===== config.mk =====
export PLATFORM = sky130hd
export DESIGN_NAME = mem_port_arbiter
export DESIGN_NICKNAME = d
export VERILOG_FILES = /design/src/rtl/otter_mem_pkg.sv /design/src/rtl/mem_port_arbiter.sv
export SDC_FILE = /design/constraint.sdc
export NUM_CORES = 1
export LEC_CHECK = 0
export ABC_CLOCK_PERIOD_IN_PS = 2400
export CAP_MARGIN = 20
export CORE_AREA = 2 2 106 108
export CTS_CLUSTER_DIAMETER = 120
export DETAILED_ROUTE_END_ITERATION = 8
export DIE_AREA = 0 0 108 110
export DONT_BUFFER_PORTS = 1
export PLACE_DENSITY = 0.73
export SLEW_MARGIN = 0
export SYNTH_ARGS = -nofsm -noshare
export SYNTH_HDL_FRONTEND = slang
export SYNTH_SLANG_ARGS = --single-unit

===== constraint.sdc =====
create_clock -name ARB_CLOCK -period 2.4 [get_ports ARB_CLOCK]
set_clock_uncertainty 0.1 [all_clocks]
set_input_delay 0.6 -clock ARB_CLOCK [delete_from_list [all_inputs] [get_ports ARB_CLOCK]]
set_output_delay 0.6 -clock ARB_CLOCK [all_outputs]
set_load 0.1 [all_outputs]

===== src/rtl/otter_mem_pkg.sv =====
// Shared types and constants for the OTTER main-memory port arbiter.
package otter_mem_pkg;

  typedef enum logic [1:0] {IDLE, ISSUE, WAIT, DONE} arb_state_t;

  typedef enum logic {OWN_IF, OWN_MA} arb_owner_t;

  localparam logic [2:0] MEM_SIZE_WORD = 3'b010;

  typedef struct packed {
    logic [31:0] addr;
    logic [31:0] wdata;
    logic [2:0]  size;
    logic        we;
  } mem_req_t;

endpackage


===== src/rtl/mem_port_arbiter.sv =====
// Shares the single-ported OTTER main memory between instruction fetch (IF)
// and the memory-stage load/store path (MA), one transaction in flight.
module mem_port_arbiter
  import otter_mem_pkg::*;
#(
  parameter int MEM_LATENCY     = 2,
  parameter int MAX_DATA_STREAK = 4
) (
  input  logic        ARB_CLOCK,
  input  logic        ARB_RESET,
  input  logic        IF_REQ,
  input  logic [31:0] IF_ADDR,
  output logic [31:0] IF_RDATA,
  output logic        IF_VALID,
  input  logic        MA_REQ,
  input  logic        MA_WE,
  input  logic [31:0] MA_ADDR,
  input  logic [31:0] MA_WDATA,
  input  logic [2:0]  MA_SIZE,
  output logic [31:0] MA_RDATA,
  output logic        MA_VALID,
  output logic [31:0] MEM_ADDR,
  output logic [31:0] MEM_WDATA,
  output logic [2:0]  MEM_SIZE,
  output logic        MEM_RDEN,
  output logic        MEM_WE,
  input  logic [31:0] MEM_RDATA,
  output logic        STALL_IF,
  output logic        STALL_MA
);

  // state | meaning
  // IDLE  | nothing in flight; arbitrate and capture the winner's payload
  // ISSUE | memory enable high for exactly one cycle
  // WAIT  | latency down-counter runs; read data captured at terminal count
  // DONE  | owner's VALID pulses with the captured word

  localparam int CNT_W    = (MEM_LATENCY > 1) ? $clog2(MEM_LATENCY) : 1;
  localparam int STREAK_W = $clog2(MAX_DATA_STREAK + 1);

  localparam logic [CNT_W-1:0]    CNT_LOAD   = CNT_W'(MEM_LATENCY - 1);
  localparam logic [STREAK_W-1:0] STREAK_MAX = STREAK_W'(MAX_DATA_STREAK);

  arb_state_t          state_q, state_d;
  arb_owner_t          owner_q, owner_d;
  mem_req_t            req_q, req_d;
  logic [CNT_W-1:0]    cnt_q, cnt_d;
  logic [STREAK_W-1:0] streak_q, streak_d;
  logic [31:0]         if_rdata_q, if_rdata_d;
  logic [31:0]         ma_rdata_q, ma_rdata_d;
  logic                grant_if, grant_ma;
  logic                cnt_tc;

  assign cnt_tc = (cnt_q == '0);

  // MA wins ties until it has taken MAX_DATA_STREAK grants in a row past a waiting IF.
  always_comb begin
    grant_if = 1'b0;
    grant_ma = 1'b0;
    if (state_q == IDLE) begin
      if (IF_REQ && (!MA_REQ || (streak_q == STREAK_MAX))) begin
        grant_if = 1'b1;
      end else if (MA_REQ) begin
        grant_ma = 1'b1;
      end
    end
  end

  always_ff @(posedge ARB_CLOCK) begin
    if (ARB_RESET) begin
      state_q <= IDLE;
    end else begin
      state_q <= state_d;
    end
  end

  always_comb begin
    state_d = state_q;
    case (state_q)
      IDLE:    if (grant_if || grant_ma) state_d = ISSUE;
      ISSUE:   state_d = WAIT;
      WAIT:    if (cnt_tc) state_d = DONE;
      DONE:    state_d = IDLE;
      default: state_d = IDLE;
    endcase
  end

  always_comb begin
    MEM_RDEN = 1'b0;
    MEM_WE   = 1'b0;
    IF_VALID = 1'b0;
    MA_VALID = 1'b0;
    case (state_q)
      ISSUE: begin
        MEM_RDEN = ~req_q.we;
        MEM_WE   = req_q.we;
      end
      DONE: begin
        IF_VALID = (owner_q == OWN_IF);
        MA_VALID = (owner_q == OWN_MA);
      end
      default: ;
    endcase
  end

  always_comb begin
    req_d      = req_q;
    owner_d    = owner_q;
    cnt_d      = cnt_q;
    streak_d   = streak_q;
    if_rdata_d = if_rdata_q;
    ma_rdata_d = ma_rdata_q;

    if (grant_if) begin
      req_d    = '{addr: IF_ADDR, wdata: 32'h0, size: MEM_SIZE_WORD, we: 1'b0};
      owner_d  = OWN_IF;
      streak_d = '0;
    end else if (grant_ma) begin
      req_d   = '{addr: MA_ADDR, wdata: MA_WDATA, size: MA_SIZE, we: MA_WE};
      owner_d = OWN_MA;
      if (!IF_REQ) begin
        streak_d = '0;
      end else if (streak_q != STREAK_MAX) begin
        streak_d = streak_q + STREAK_W'(1);
      end
    end

    if (state_q == ISSUE) begin
      cnt_d = CNT_LOAD;
    end else if (state_q == WAIT) begin
      if (cnt_tc) begin
        // A store has no read data; its owner sees zero.
        if (owner_q == OWN_IF) begin
          if_rdata_d = req_q.we ? 32'h0 : MEM_RDATA;
        end else begin
          ma_rdata_d = req_q.we ? 32'h0 : MEM_RDATA;
        end
      end else begin
        cnt_d = cnt_q - CNT_W'(1);
      end
    end
  end

  always_ff @(posedge ARB_CLOCK) begin
    if (ARB_RESET) begin
      req_q      <= '0;
      owner_q    <= OWN_IF;
      cnt_q      <= '0;
      streak_q   <= '0;
      if_rdata_q <= '0;
      ma_rdata_q <= '0;
    end else begin
      req_q      <= req_d;
      owner_q    <= owner_d;
      cnt_q      <= cnt_d;
      streak_q   <= streak_d;
      if_rdata_q <= if_rdata_d;
      ma_rdata_q <= ma_rdata_d;
    end
  end

  assign MEM_ADDR  = req_q.addr;
  assign MEM_WDATA = req_q.wdata;
  assign MEM_SIZE  = req_q.size;
  assign IF_RDATA  = if_rdata_q;
  assign MA_RDATA  = ma_rdata_q;
  assign STALL_IF  = IF_REQ & ~IF_VALID;
  assign STALL_MA  = MA_REQ & ~MA_VALID;

endmodule

[Word level (Yosys, flattened, before mapping)]
Index checks and enable logic that the tools add are counted.
W data, S select, Z words.
Storage, ports and cells
  register bits: 139
  input bits: 136
  output and inout port bits: 137
  word-level logic and storage cells: 61
Cells by class
  $add $sub $neg: 2
  eq/ne operators: 8
  mux-type cells: 20
  bitwise gates (word level): 8
  reduce and logical (&&, ||, !) cells: 12
Operators by type and width (number)
  $mux W68: 2
  $mux W32: 1
  $mux W1: 12
  $pmux W2 S4: 1
  $reduce_and A4 Y1: 2
  $mux W3: 2
  $not A1 Y1: 6
  $eq A2 B2 Y1 const B: 2
  $mux W2: 2
  $ne A2 B1 Y1 const B: 2
  $reduce_and A2 Y1: 2
  $reduce_bool A2 Y1: 2
  $add A3 B1 Y3 const B: 1
  $eq A3 B3 Y1 const B: 1
  $ne A3 B3 Y1 const B: 1
  $and A1 B1 Y1: 2
  $eq A2 B1 Y1 const B: 1
  $logic_not A2 Y1: 1
  $logic_or A1 B1 Y1: 2
  $ne A2 B2 Y1 const B: 1
  $reduce_or A2 Y1: 1
  $logic_and A1 B1 Y1: 1
  $logic_not A1 Y1: 1
  $sub A1 B1 Y1 const B: 1

[Depth between registers and ports, before layout]
Gate-level depths: netlist of the first run.
  depth in word-level cells: 8
  gate-level depth with buffers: 8
  gate-level depth less buffers: 5

[Least setup slack after synthesis of the first run]
No wires, ideal clock.
  kind: reg-to-output
  start: reg state_q[0]
  end: out STALL_IF
  arrival time: 2841 ps
  required time: 1700 ps
  path slack: -1141 ps
  cell stages (with the launch flop): 4
  path buffers: 0
  cell sequence: dfxtp_1 > ha_1 > nor2b_1 > nor2b_1
Between the ends
  cells in the longest elaborated chain, start to end: 4
Ends and longest elaborated chain
  from (decl): RTL line mem_port_arbiter.sv:44  | arb_state_t state_q, state_d;
  from (signal assigned): RTL line mem_port_arbiter.sv:73  | state_q <= state_d;
  $eq A2 B2 Y1: RTL line mem_port_arbiter.sv:93  | case (state_q)
  $mux W1: RTL line mem_port_arbiter.sv:93
  via IF_VALID: RTL line mem_port_arbiter.sv:14  | output logic IF_VALID,
  $not A1 Y1: RTL line mem_port_arbiter.sv:167  | assign STALL_IF = IF_REQ & ~IF_VALID;
  $and A1 B1 Y1: RTL line mem_port_arbiter.sv:167
  to (decl): RTL line mem_port_arbiter.sv:28  | output logic STALL_IF,
The timed path passes the listed nets, and every way through them passes these cells.

[Final worst setup path of the first run]
  start: reg state_q[0]
  end: out STALL_MA
Between the ends
  cells in the longest elaborated chain, start to end: 4
Ends and longest elaborated chain
  $eq A2 B2 Y1: RTL line mem_port_arbiter.sv:93
  $mux W1: RTL line mem_port_arbiter.sv:93
  $not A1 Y1: RTL line mem_port_arbiter.sv:168  | assign STALL_MA = MA_REQ & ~MA_VALID;
  $and A1 B1 Y1: RTL line mem_port_arbiter.sv:168
  to (decl): RTL line mem_port_arbiter.sv:29  | output logic STALL_MA
No other way between the ends.

==> metrics list, run 1 <==
* Switch Pwr: around 0.005 W
- Number of nets in the finished design: 931
- For this block, the via count after detailed routing is 5471.
* Static Leakage: 2.85 nW
- In the routed layout, each cell is associated on average with a via count of between 5 and 6.
- On the worst path, the slowest cell contributes a delay of 0.35 ns.
* Non-Filler Cell Area, Final: 7440 um2
- Clock buffers created by TritonCTS: 17
* Clock sink count: 139
- Vias in the first global route: between 5k and 6k
- Routability-driven placement finished with a final weighted congestion of just over 0.8.
- Number of post-CTS setup repair buffers: 0
* Post-route core utilization: 69.6%
- Share of the synthesized area in the top cell type: 44.4%
- The floorplan step defined a core boundary enclosing between 10000 and 15000 um2.
- Hold Fails Final Rpt: 0
- At the pin with the least slew margin, the transition time is 0.950 ns.
- Yosys printed 0 warnings.
- Counting flops and latches in the post-synthesis netlist gives between 100 and 150.
- Initial detailed-routing violation count: 437
- Measured along the x axis, the die boundary spans 108 um.
- The root buffer cell chosen for the clock tree is sky130_fd_sc_hd__clkbuf_8.
- Clock H-tree levels: 4
* Maximum number of pins on one net before global-route repair: 105
- Sequential cells account for 27.4% of the total power.
- After clock tree synthesis, the clock-pin slew on the worst setup and hold paths is 0.06 ns.
* DRC violation count after routing: 0
- Among cell families on the critical path, the largest total delay comes from flip-flops.
* Pre-CTS worst setup slack: 0.163 ns
* CP max-delay cell: sky130_fd_sc_hd__dfxtp_1
- Among all cell types in the netlist, the one instantiated most often is sky130_fd_sc_hd__dfxtp_1.
- In the global route stage, met1 resource usage came out at 29.1%.
- Setup violations remaining at the end of the flow were counted as 0.
- Counting every instance in the synthesized netlist gives around 750.
* Port Buffer Count: 0
- Placed wire-length estimate after detailed placement: 11.1 mm
* Pre-Repair DR Iteration Count: 5
- 273 I/O pins were placed.
- Synth area leaders: sky130_fd_sc_hd__dfxtp_1, sky130_fd_sc_hd__a21oi_1, sky130_fd_sc_hd__buf_4
* Cell Area, Synth: 6270 um2
- After layout, the worst path uses 96.6% of the clock period.
- For this run, asynchronously set or reset flops after synthesis account for 0%.
- Maximum achievable frequency: 431 MHz
- After detailed routing, the total wire length is ~17 mm.
- Latest clock arrival within the worst-skew pair: 0.52 ns
- Antenna diodes: 0
* Dpl cells: 909
- Largest voltage drop on the vdd net: 0.641 mV
- The number of slew-limit violations in the final report came to 0.
- Relative to the synthesized area, the layout overhead comes to 18.8%.
- TritonCTS built the clock tree.
- For met2 alone, demand over resource in global routing was 47.3%.
- Total of max-cap violations: 0
* Worst hold path class: input port to register
- The critical path goes through ha_1, and2_1, nor2b_4, buf_12.
* Floorplan die area: 11900 um2
- First-pass GRT wire length: between 20 and 25 mm
- Tmin final: 2.32 ns
- On the final layout, the worst hold slack is ~0.042 ns.
- Proportion of power drawn by combinational gates: between 40% and 50%
* Clock tree buffer depth: 2
* Sw frac: 48.4%
- Internal portion of total power: approximately 0.0054 W
* Main synth FF type: sky130_fd_sc_hd__dfxtp_1
- Setup slack closes at 0.0823 ns.
- For the worst setup path, the data required time is 1.70 ns.
- For met3 alone, demand over resource in global routing was around a tenth.
* Floorplan row count: 38
- Along the worst path, the maximum fanout reaches 3.
- Of the cells placed in the final design, the portion with a size suffix greater than 1 is approximately 28%.
* Mapped Nets: 896
* Final std cells w/o fill: 942
* Tot GR Track Use: 26.6%
- Avg WL per Cell: 17.7 um
- Highest-utilization routing layer at the global route stage: met2
- RSZ-0062 raised after global routing: no
- Setup CP Type: register to output port
- Measured against its own limit, the worst slew margin works out to 36.7%.
- Post-synthesis sequential area ratio: 44.4%
* Commonest cells in the netlist: sky130_fd_sc_hd__dfxtp_1, sky130_fd_sc_hd__nand2_1, sky130_fd_sc_hd__a21oi_1, sky130_fd_sc_hd__nand3_1, sky130_fd_sc_hd__buf_4
* Count of nets left with antenna violations after detail routing: 0
- Aggregate global routing overflow: 0
* Sort of element at the end of the critical path: output port
- Arrival time of data at the critical path endpoint: about 1.6 ns
* Initial antenna violation count: 1
* Placed instance area: about 6800 um2
- Dividing total power by cell area gives a power density of 1390 nW/um2.
- Once the floorplan was initialized, standard cells occupied roughly three fifths of the core.
- Yosys mapped the design onto 33 distinct sky130hd cell types.
- Counting both buffers and inverters, the worst setup path holds a total of 1.
- Synth Area per Inst: 8.31 um2
- The flow ran to the end, and the final reports show no timing, DRC or antenna violations.
* Clock network fraction of design power: around a quarter
* Die height: roughly 110 um
* Critical path launch point type: register
- Largest area contributor in the synthesized netlist: sky130_fd_sc_hd__dfxtp_1
- R2r setup slk: 0.24 ns
* EDFF count, synth: 0
## placed cells by master, fill, tap and decap left out, drive strengths merged, types with 6 or more instances in the layout
master and n:
nand3 72, ha 6, a21oi 137, dfxtp 139, a32oi 32, o21ai 36
clkbuf 22, nand2 133, nor2b 36, buf 151
## repair_timing
item,in CTS,in global routing
hold buffers,0,0
cloned,0,0
resized for setup,2,3
endpoints found under the setup margin,1,1
endpoints found under the hold margin,0,0
## final cells by class
cell class / count / area (um2)
fill: 830 / 3250
sequential: 139 / 2780
multi-input combinational: 476 / 2650
timing repair buffer: 151 / 1220
clock buffer: 22 / 483
tap: 140 / 175
clock inverter: 10 / 114
inverter: 4 / 15.0
## layer usage
layer	routed length, um	up-vias
met1	6180	2567
li1	-	2599
met3	1610	35
met5	13	-
met2	8510	268
met4	339	2
## worst reg2reg max path, cell delays in order (launching register included)
cell and delay (ns):
sky130_fd_sc_hd__dfxtp_1 0.35, sky130_fd_sc_hd__inv_1 0.12, sky130_fd_sc_hd__ha_1 0.30, sky130_fd_sc_hd__and2_2 0.64, sky130_fd_sc_hd__buf_12 0.28, sky130_fd_sc_hd__nand3_1 0.14, sky130_fd_sc_hd__a21oi_1 0.14
## flip-flops by register name, indices dropped and copies added (netlist names)
signal and flops:
owner_q 1, MEM_ADDR 32, MEM_WDATA 32, cnt_q 1, state_q 2, MEM_SIZE 3, IF_RDATA 32, req_q 1
streak_q 3, MA_RDATA 32
## power groups by stage
stage                     clock (W)  sequential, W  combinational [W]
after CTS                   0.00263        0.00284            0.00490
after floorplan                   0        0.00366            0.00355
final                       0.00260        0.00285            0.00493
after global routing        0.00273        0.00288            0.00516
after detailed placement          0        0.00289            0.00488
after global placement            0        0.00287            0.00480
## worst paths after layout
| kind | to | cells past startpoint | start |
|---|---|---|---|
| max | STALL_MA | 4 | state_q[0] |
| min | MEM_ADDR[11] | 1 | ARB_RESET |
| max reg2reg | MEM_WDATA[4] | 6 | state_q[0] |
| min reg2reg | MA_RDATA[1] | 2 | MA_RDATA[1] |
## through the flow
step,setup TNS (ns),total power (W)
after floorplan,-0.122,0.00721
after global routing,0,0.0108
after global placement,0,0.00767
after CTS,0,0.0104
final,0,0.0104
after detailed placement,0,0.00777
## logic make-up after synthesis
logic type	count (synthesis)	share of synthesized area, %
simple gates	255	19.0
compound gates	214	21.2
buf+inv	139	14.0
flops	139	44.4
fa+ha+maj	6	1.20
mux	1	0.160
No activity file was read; power rests on OpenSTA's default activity.
==> run 2: changes to the inputs <==
--- a/config.mk
+++ b/config.mk
@@ -13,7 +13,7 @@
 export DIE_AREA = 0 0 108 110
 export DONT_BUFFER_PORTS = 1
 export PLACE_DENSITY = 0.73
-export SLEW_MARGIN = 0
+export SLEW_MARGIN = 10
 export SYNTH_ARGS = -nofsm -noshare
 export SYNTH_HDL_FRONTEND = slang
 export SYNTH_SLANG_ARGS = --single-unit
==> run 2 against run 1 <==
Clock power about the same. Cell count down 0.11%. Routed wire length down 0.11%. Core utilization down 0.094 points. Sequential power about the same. Worst setup slack better by 0.011 ns. Fmax up 0.46%. Combinational power about the same. Via count down 0.20%. Flip-flop and latch count unchanged. Sequential share of layout area up 0.050 points.
==> metrics list, run 2 (synthesized netlist as in run 1, its figures left out) <==
- Clock tree buffer depth: 2 (unchanged)
* Post-layout worst setup margin: 0.0930 ns (+0.0107 ns)
- Setup CP Type: register to output port
* Worst reg2reg path endpoint: MEM_WDATA[29]
- The flow ran to the end, and the final reports show no timing, DRC or antenna violations.
- The full die area came to 11900 um2 (unchanged).
- Initial antenna violation count: 1 (unchanged)
* DRC violation count after routing: 0 (unchanged)
- The headroom to the max-slew limit came to 34.5% (-2.1 points).
- The library cells used most frequently in the layout, excluding fill and tap cells, are sky130_fd_sc_hd__buf_4, sky130_fd_sc_hd__dfxtp_1, sky130_fd_sc_hd__nand2_1.
* Avg WL per Cell: 17.7 um (about the same)
- Fraction of final layout cells with drive strength greater than 1: 28.1% (+0.035 points)
- The overall routing resource usage was 26.6% (unchanged).
- Latest clock arrival within the worst-skew pair: 0.52 ns (about the same)
* Overall power consumption: 0.0104 W (about the same)
* Startpoint of the worst register-to-register path: state_q[0]
- Final std cells w/o fill: 941 (-0.11%)
* Vias in the first global route: 5017 (unchanged)
- Maximum achievable frequency: 433 MHz (+0.46%)
* Floorplan row count: 38 (unchanged)
- Fraction of the cycle the final worst path needs: 96.1% (-0.44 points)
- Static Leakage: 2.84 nW (-0.23%)
- Transition time at the pin with the least slew margin: 0.982 ns (+0.0321 ns)
- Tightest hold margin: 0.0477 ns (+0.00537 ns)
- The count of antenna-violating nets left after detailed routing was 0 (unchanged).
* Detail-routed via count per cell: 5.80 (about the same)
- The pin count of the biggest net entering global routing was 105 (unchanged).
- The boundary pin count was 273 (unchanged).
- Last weighted congestion value of the routability-driven placer: 0.832 (unchanged)
* Total number of vias: 5460 (-0.20%)
- Beginning of the worst hold path: ARB_RESET
* Growth of design area from synthesis to finish: 18.7%
- The core area is 10700 um2 (unchanged).
- Starting utilization of the core area: 58.6% (unchanged)
- The number of iterations in the first detailed-routing pass was 5 (unchanged).
* R2R depth: 6 (unchanged)
- RSZ-0062 raised after global routing: no
- Clock H-tree levels: 4 (unchanged)
- The number of cells on the worst hold path came to 1 (unchanged).
- The overflow left after global routing was 0 (unchanged).
- Maximum single-stage delay on the critical path: 0.35 ns (about the same)
* Number of post-CTS setup repair buffers: 0 (unchanged)
- The count of buffers from port buffering was 0 (unchanged).
* Clock buffers created by TritonCTS: 17 (unchanged)
- STA classifies the critical path startpoint as a register.
- Count of final max-slew check failures: 0 (unchanged)
* Filler cells: 833 (+0.36%)
- Width of the die: 108 um (unchanged)
* Family with the most delay on the worst path: flip-flops
- Antenna diodes: 0 (unchanged)
- The post-placement cell area was 6810 um2 (unchanged).
- Chain of cells forming the critical path: ha_1, and2_1, nor2b_4, buf_12
- Critical path buffers and inverters: 1 (unchanged)
* R2r setup slk: 0.22 ns (-0.02 ns)
* Power per Cell Area: 1400 nW/um2 (+0.11%)
- The aggregate routed wire length came to 16.6 mm (-0.11%).
- Endpoint required time on the critical path: 1.70 ns (about the same)
- The maximum fanout encountered on the critical timing path is 3 (unchanged).
* Clock sink count: 139 (unchanged)
- The worst hold path belongs to the class input port to register.
* Area taken by flip-flops and latches: 2780 um2 (unchanged)
- Hold Fails Final Rpt: 0 (unchanged)
- CTS clock-pin slew for the worst setup and hold paths: 0.06 ns (about the same)
- The combined area of the multi-input logic cells was 2650 um2 (about the same).
* Non-Filler Cell Area, Final: 7430 um2 (-0.13%)
* Root Driver: sky130_fd_sc_hd__clkbuf_8
- Count of endpoints failing setup in the final report: 0 (unchanged)
- Tmin final: 2.31 ns (-0.0107 ns)
- CP max-delay cell: sky130_fd_sc_hd__dfxtp_1
- The global-route wire length before repair was 24.8 mm (unchanged).
- The data arrival time of the critical path is 1.61 ns (about the same).
- The number of nets at the end of the flow is 930 (-0.11%).
- The height of the die is 110 um (unchanged).
- Dpl cells: 909 (unchanged)
- Leaving out fill and tap cells, the most frequent cell in the layout is sky130_fd_sc_hd__buf_4.
- Hold buffers post-CTS: 0 (unchanged)
- Placed wire-length estimate after detailed placement: 11.1 mm (unchanged)
- Hold worst-path end: MEM_ADDR[11]
- Total of max-cap violations: 0 (unchanged)
- Largest voltage drop on the vdd net: 0.641 mV (about the same)
- Initial detailed-routing violation count: 471 (+7.8%)
- TritonCTS built the clock tree.
- The worst setup path is captured at an output port.
- The post-placement worst setup slack was 0.163 ns (unchanged).
[run 2: layer usage]
metal | up-vias | wire (um) | global-route usage (%)
met1 | 2575 | 6200 | 29.1
met4 | 2 | 295 | 10.3
li1 | 2592 | - | -
met2 | 264 | 8560 | 47.3
met3 | 27 | 1570 | 9.35
met5 | - | 13 | 0
[run 2: repair_timing]
item,CTS,global route
gates resized for setup,2,3
setup endpoints to repair,1,1
pin swaps,0,0
[run 2: power breakdown]
part | internal, W | switching (W)
Combinational | 0.00106 | 0.00388
Clock | 0.00161 | 0.000978
Sequential | 0.00268 | 0.000165
[run 2: worst max path at each step]
stage	startpoint	end	slack, ns	cells past startpoint
after floorplan	state_q[0]	STALL_IF	-0.12	3
after global placement	streak_q[0]	MEM_WDATA[30]	0.29	5
after detailed placement	streak_q[0]	MEM_WDATA[0]	0.16	5
after CTS	state_q[1]	MEM_RDEN	0.05	4
after global routing	state_q[0]	STALL_MA	0.002	4
final	state_q[0]	STALL_MA	0.09	4
[run 2: final cells by class]
class / instances / share of cell area [%]
Multi-Input combinational cell: 476 / 35.7
Timing Repair Buffer: 150 / 16.3
Sequential cell: 139 / 37.4
Inverter: 4 / 0.202
Tap cell: 140 / 2.36
Clock inverter: 10 / 1.53
Clock buffer: 22 / 6.50
[run 2: worst reg2reg max path, delay by kind of cell (launching register included)]
| family | cells | cell delay [ns] |
|---|---|---|
| AOI/OAI and AO/OA | 1 | 0.14 |
| and+or+nand+nor | 2 | 0.79 |
| adders and majority gates | 1 | 0.31 |
| DFF | 1 | 0.35 |
| buffers and inverters | 2 | 0.40 |
[run 2: metrics by stage]
| stage | utilization (%) | TNS, ns |
|---|---|---|
| floorplan | - | -0.122 |
| global placement | 63.7 | 0 |
| detailed placement | 63.7 | 0 |
| CTS | 69.3 | 0 |
| global route | 69.5 | 0 |
| finish | 69.5 | 0 |
==> run 3: changes to the inputs <==
--- a/config.mk
+++ b/config.mk
@@ -5,14 +5,15 @@
 export SDC_FILE = /design/constraint.sdc
 export NUM_CORES = 1
 export LEC_CHECK = 0
+export ABC_AREA = 1
 export ABC_CLOCK_PERIOD_IN_PS = 2400
 export CAP_MARGIN = 20
-export CORE_AREA = 2 2 106 108
+export CORE_MARGIN = 1
+export CORE_UTILIZATION = 60
 export CTS_CLUSTER_DIAMETER = 120
 export DETAILED_ROUTE_END_ITERATION = 8
-export DIE_AREA = 0 0 108 110
 export DONT_BUFFER_PORTS = 1
-export PLACE_DENSITY = 0.73
+export PLACE_DENSITY = 0.75
 export SLEW_MARGIN = 10
 export SYNTH_ARGS = -nofsm -noshare
 export SYNTH_HDL_FRONTEND = slang
==> run 3 against run 2 <==
Via count up 7.7%. Critical path depth up 1. Core utilization up 4.0 points. Routed wire length down 0.63%. Critical endpoint is now STALL_IF. Total power up 3.3%. Synthesized cell count up 19%. Design area up 2.6%. Worst setup slack better by 0.013 ns. Cell count up 15%. First-iteration DRC count up 10%. Sequential share of layout area down 0.94 points.
==> metrics list, run 3 <==
- Commonest non-fill, non-tap cell in the layout: sky130_fd_sc_hd__nand3_1
* Total number of vias: 5879 (+7.7%)
- Commonest cells in the netlist: sky130_fd_sc_hd__nand3_1, sky130_fd_sc_hd__nand2_1, sky130_fd_sc_hd__dfxtp_1, sky130_fd_sc_hd__a21oi_1, sky130_fd_sc_hd__inv_1
- Count of final max-slew check failures: 0 (unchanged)
- Hold depth: 1 (unchanged)
- Largest voltage drop on the vdd net: 0.733 mV (+14%)
* Arrival time of data at the critical path endpoint: 1.59 ns (-0.02 ns)
* Pre-Repair DR Iteration Count: 5 (unchanged)
- Last weighted congestion value of the routability-driven placer: 0.832 (about the same)
- The XOR/XNOR share of the synthesized area is 0% (unchanged).
* Max Fanout on Critical Path: 3 (unchanged)
- sky130_fd_sc_hd__dfxtp_1 takes more of the synthesized area than any other cell.
- The clock transition at the register clock pins on the worst setup and hold paths after CTS came to 0.06 ns (about the same).
- The depth of the CTS H-tree came to 4 (unchanged).
* Total wire length after detailed routing: 16.5 mm (-0.63%)
* Aggregate global routing overflow: 0 (unchanged)
* Tmin final: 2.29 ns (-0.0127 ns)
- The count of buffers from port buffering was 0 (unchanged).
- Share of the synthesized area in the top cell type: 43.4% (-1.0 points)
- Power per Cell Area: 1410 nW/um2 (+0.68%)
* Sort of element at the end of the critical path: output port
* Root Driver: sky130_fd_sc_hd__clkbuf_8
- Endpoint required time on the critical path: 1.70 ns (about the same)
- Count of endpoints failing setup in the final report: 0 (unchanged)
- The ratio of cells with drive above 1 in the final layout was 20.7% (-7.4 points).
- The top cell types in the final layout, fill and taps aside, are sky130_fd_sc_hd__nand3_1, sky130_fd_sc_hd__nand2_1, sky130_fd_sc_hd__buf_4.
- The number of antenna violations at the first check in global routing was 0 (-1).
- Startpoint of the worst register-to-register path: state_q[0]
- Fraction of registers with async set or reset after synthesis: 0% (unchanged)
* Floorplan die area: 11100 um2 (-6.5%)
- The number of buffers between clock root and the deepest sink was 2 (unchanged).
- The starting utilization of the core area came to 61.9% (+3.3 points).
- The hold buffer count at cts came to 0 (unchanged).
* Latest clock arrival within the worst-skew pair: 0.50 ns (-0.02 ns)
* Main synth FF type: sky130_fd_sc_hd__dfxtp_1
* Hold worst-path end: IF_RDATA[2]
* Dpl cells: 1053 (+16%)
* Core Footprint: 10400 um2 (-3.1%)
- Setup repair after global routing left no endpoint under its margin.
- The worst setup path is launched from a register.
- The ratio of final minimum period to clock period was 95.6% (-0.53 points).
- The multiplexer fraction of the synthesized cell area came to 0% (-0.16 points).
* Post-synthesis sequential area ratio: 43.4% (-1.0 points)
- The number of enable-type register cells in the synthesized netlist is 0 (unchanged).
- Most numerous cell in the Yosys netlist: sky130_fd_sc_hd__nand3_1
- Total of max-cap violations: 0 (unchanged)
* Setup CP Type: register to output port
- Tot GR Track Use: 29.2% (+2.6 points)
- Among the stages of the critical path, the cell type that occurs most often is sky130_fd_sc_hd__nor2_2.
* Hold Fails Final Rpt: 0 (unchanged)
- The slew at the pin with the worst max-slew slack is 0.668 ns (-0.314 ns).
* Family with the most delay on the worst path: buffers and inverters
* Share of the synthesized area in compound gates (AO/OA/AOI/OAI): 8.46% (-13 points)
- The count of antenna-violating nets left after detailed routing is 0 (unchanged).
- The height of the die came to 105 um (-4.2%).
- The endpoint identified for the worst register-to-register timing path is MEM_WDATA[24].
* Pre-CTS worst setup slack: 0.497 ns (+0.334 ns)
- Synth area leaders: sky130_fd_sc_hd__dfxtp_1, sky130_fd_sc_hd__nand3_1, sky130_fd_sc_hd__nand2_1
- Clock buffers created by TritonCTS: 17 (unchanged)
- The final setup slack of the worst path came to 0.106 ns (+0.0127 ns).
- Placed wire-length estimate after detailed placement: 11.6 mm (+4.4%)
- Mapped Nets: 1036 (+16%)
- The largest incremental delay on the critical path is 0.35 ns (about the same).
* R2r setup slk: 0.49 ns (+0.27 ns)
- The fmax was 436 MHz (+0.55%).
* Floorplan row count: 37 (-2.6%)
- CP max-delay cell: sky130_fd_sc_hd__dfxtp_1
- Simple-gate share of the synthesized area: 29.8% (+11 points)
* Yosys warns: 0 (unchanged)
- Width of the die: 105 um (-2.4%)
- The startpoint identified for the worst hold timing path is ARB_RESET.
- The final-layout worst hold slack was 0.0688 ns (+0.0211 ns).
- I/O pin count: 273 (unchanged)
- Clock tree from TritonCTS: built
* DRC violation count after routing: 0 (unchanged)
- The pin count of the biggest net entering global routing is 68 (-35%).
- Crit path launch: state_q[0]
- R2R depth: 8 (+2)
- Static Leakage: 3.58 nW (+26%)
* Growth of design area from synthesis to finish: 18.8%
* Result of the run: complete, no violations
- Cell Area, Synth: 6420 um2 (+2.4%)
- The mean instance size in the synthesized netlist came to 7.18 um2 (-14%).
- The detailed router's first-iteration violation count came to 518 (+10%).
- The post-synthesis share of cell area spent on full adders, half adders and majority gates came to 1.17% (-0.028 points).
- First-pass GRT wire length: 25.9 mm (+4.5%)
- The critical path goes through ha_1, inv_1, nor2_2, nor2_2, buf_4.
- Rel. slew slack: 55.3% (+21 points)
* Worst hold path class: input port to register
- The total clock sinks came to 139 (unchanged).
* Final std cells w/o fill: 1084 (+15%)
* Gate Count Post-Synth: 894 (+19%)
- After synthesis, the largest family of logic cells by area is simple AND/OR/NAND/NOR gates.
* Vias in the first global route: 5588 (+11%)
- Antenna diodes: 0 (unchanged)
* Avg WL per Cell: 15.3 um (-14%)
- The number of nets at the end of the flow is 1078 (+16%).
* Number of storage elements in the synthesis netlist: 139 (unchanged)
- Distinct cell type count of the synthesized netlist: 21 (-36%)
* Detail-routed via count per cell: 5.42 (-6.5%)
* Critical path buffers and inverters: 2 (+1)
## run 3: worst max path at each step
stage	end	cells past startpoint
after global routing	STALL_IF	5
after global placement	MEM_RDEN	5
final	STALL_IF	5
after CTS	MA_VALID	4
after floorplan	STALL_IF	4
after detailed placement	MEM_RDEN	5
## run 3: layer usage
metal / vias to the layer above / part of all wire (%) / global-route usage (%)
met5: - / 0 / 0
met4: 0 / 2.4 / 12.6
met3: 33 / 9.3 / 8.84
met2: 280 / 50 / 52.8
met1: 2665 / 38 / 31.3
li1: 2901 / - / -
## run 3: area by class of cell
class                      instances  area, um2
timing repair buffer             152       1210
sequential                       139       2780
clock buffer                      22        463
fill                             810       2740
multi-input combinational        545       2560
tap                              136        170
clock inverter                     9        139
inverter                          81        304
## run 3: what timing repair did
action | in CTS | in global routing
resized for setup | 2 | 4
cloned | 0 | 0
endpoints found under the hold margin | 0 | 0
setup buffers | 0 | 0
setup endpoints to repair | 1 | 1
pin swaps | 0 | 0
## run 3: through the flow
stage / power [W] / TNS, ns / util, % / area [um2]
after floorplan: 0.00746 / -0.137 / - / 6430
after global placement: 0.00798 / 0 / 67.5 / 7000
after detailed placement: 0.00810 / 0 / 67.5 / 7000
after CTS: 0.0107 / 0 / 73.3 / 7600
after global routing: 0.0112 / 0 / 73.5 / 7630
final: 0.0107 / 0 / 73.5 / 7630
## run 3: power by group
group | internal (W) | total (W) | switching [W]
clock network | 0.00166 | 0.00260 | 0.000931
registers | 0.00271 | 0.00289 | 0.000181
logic | 0.00105 | 0.00523 | 0.00418
## run 3: cell families (layout without fill, tap and decap cells)
logic type	count (synthesis)	after routing
simple gates	431	431
compound gates	108	108
buf+inv	210	264
fa+ha+maj	6	6
flops	139	139
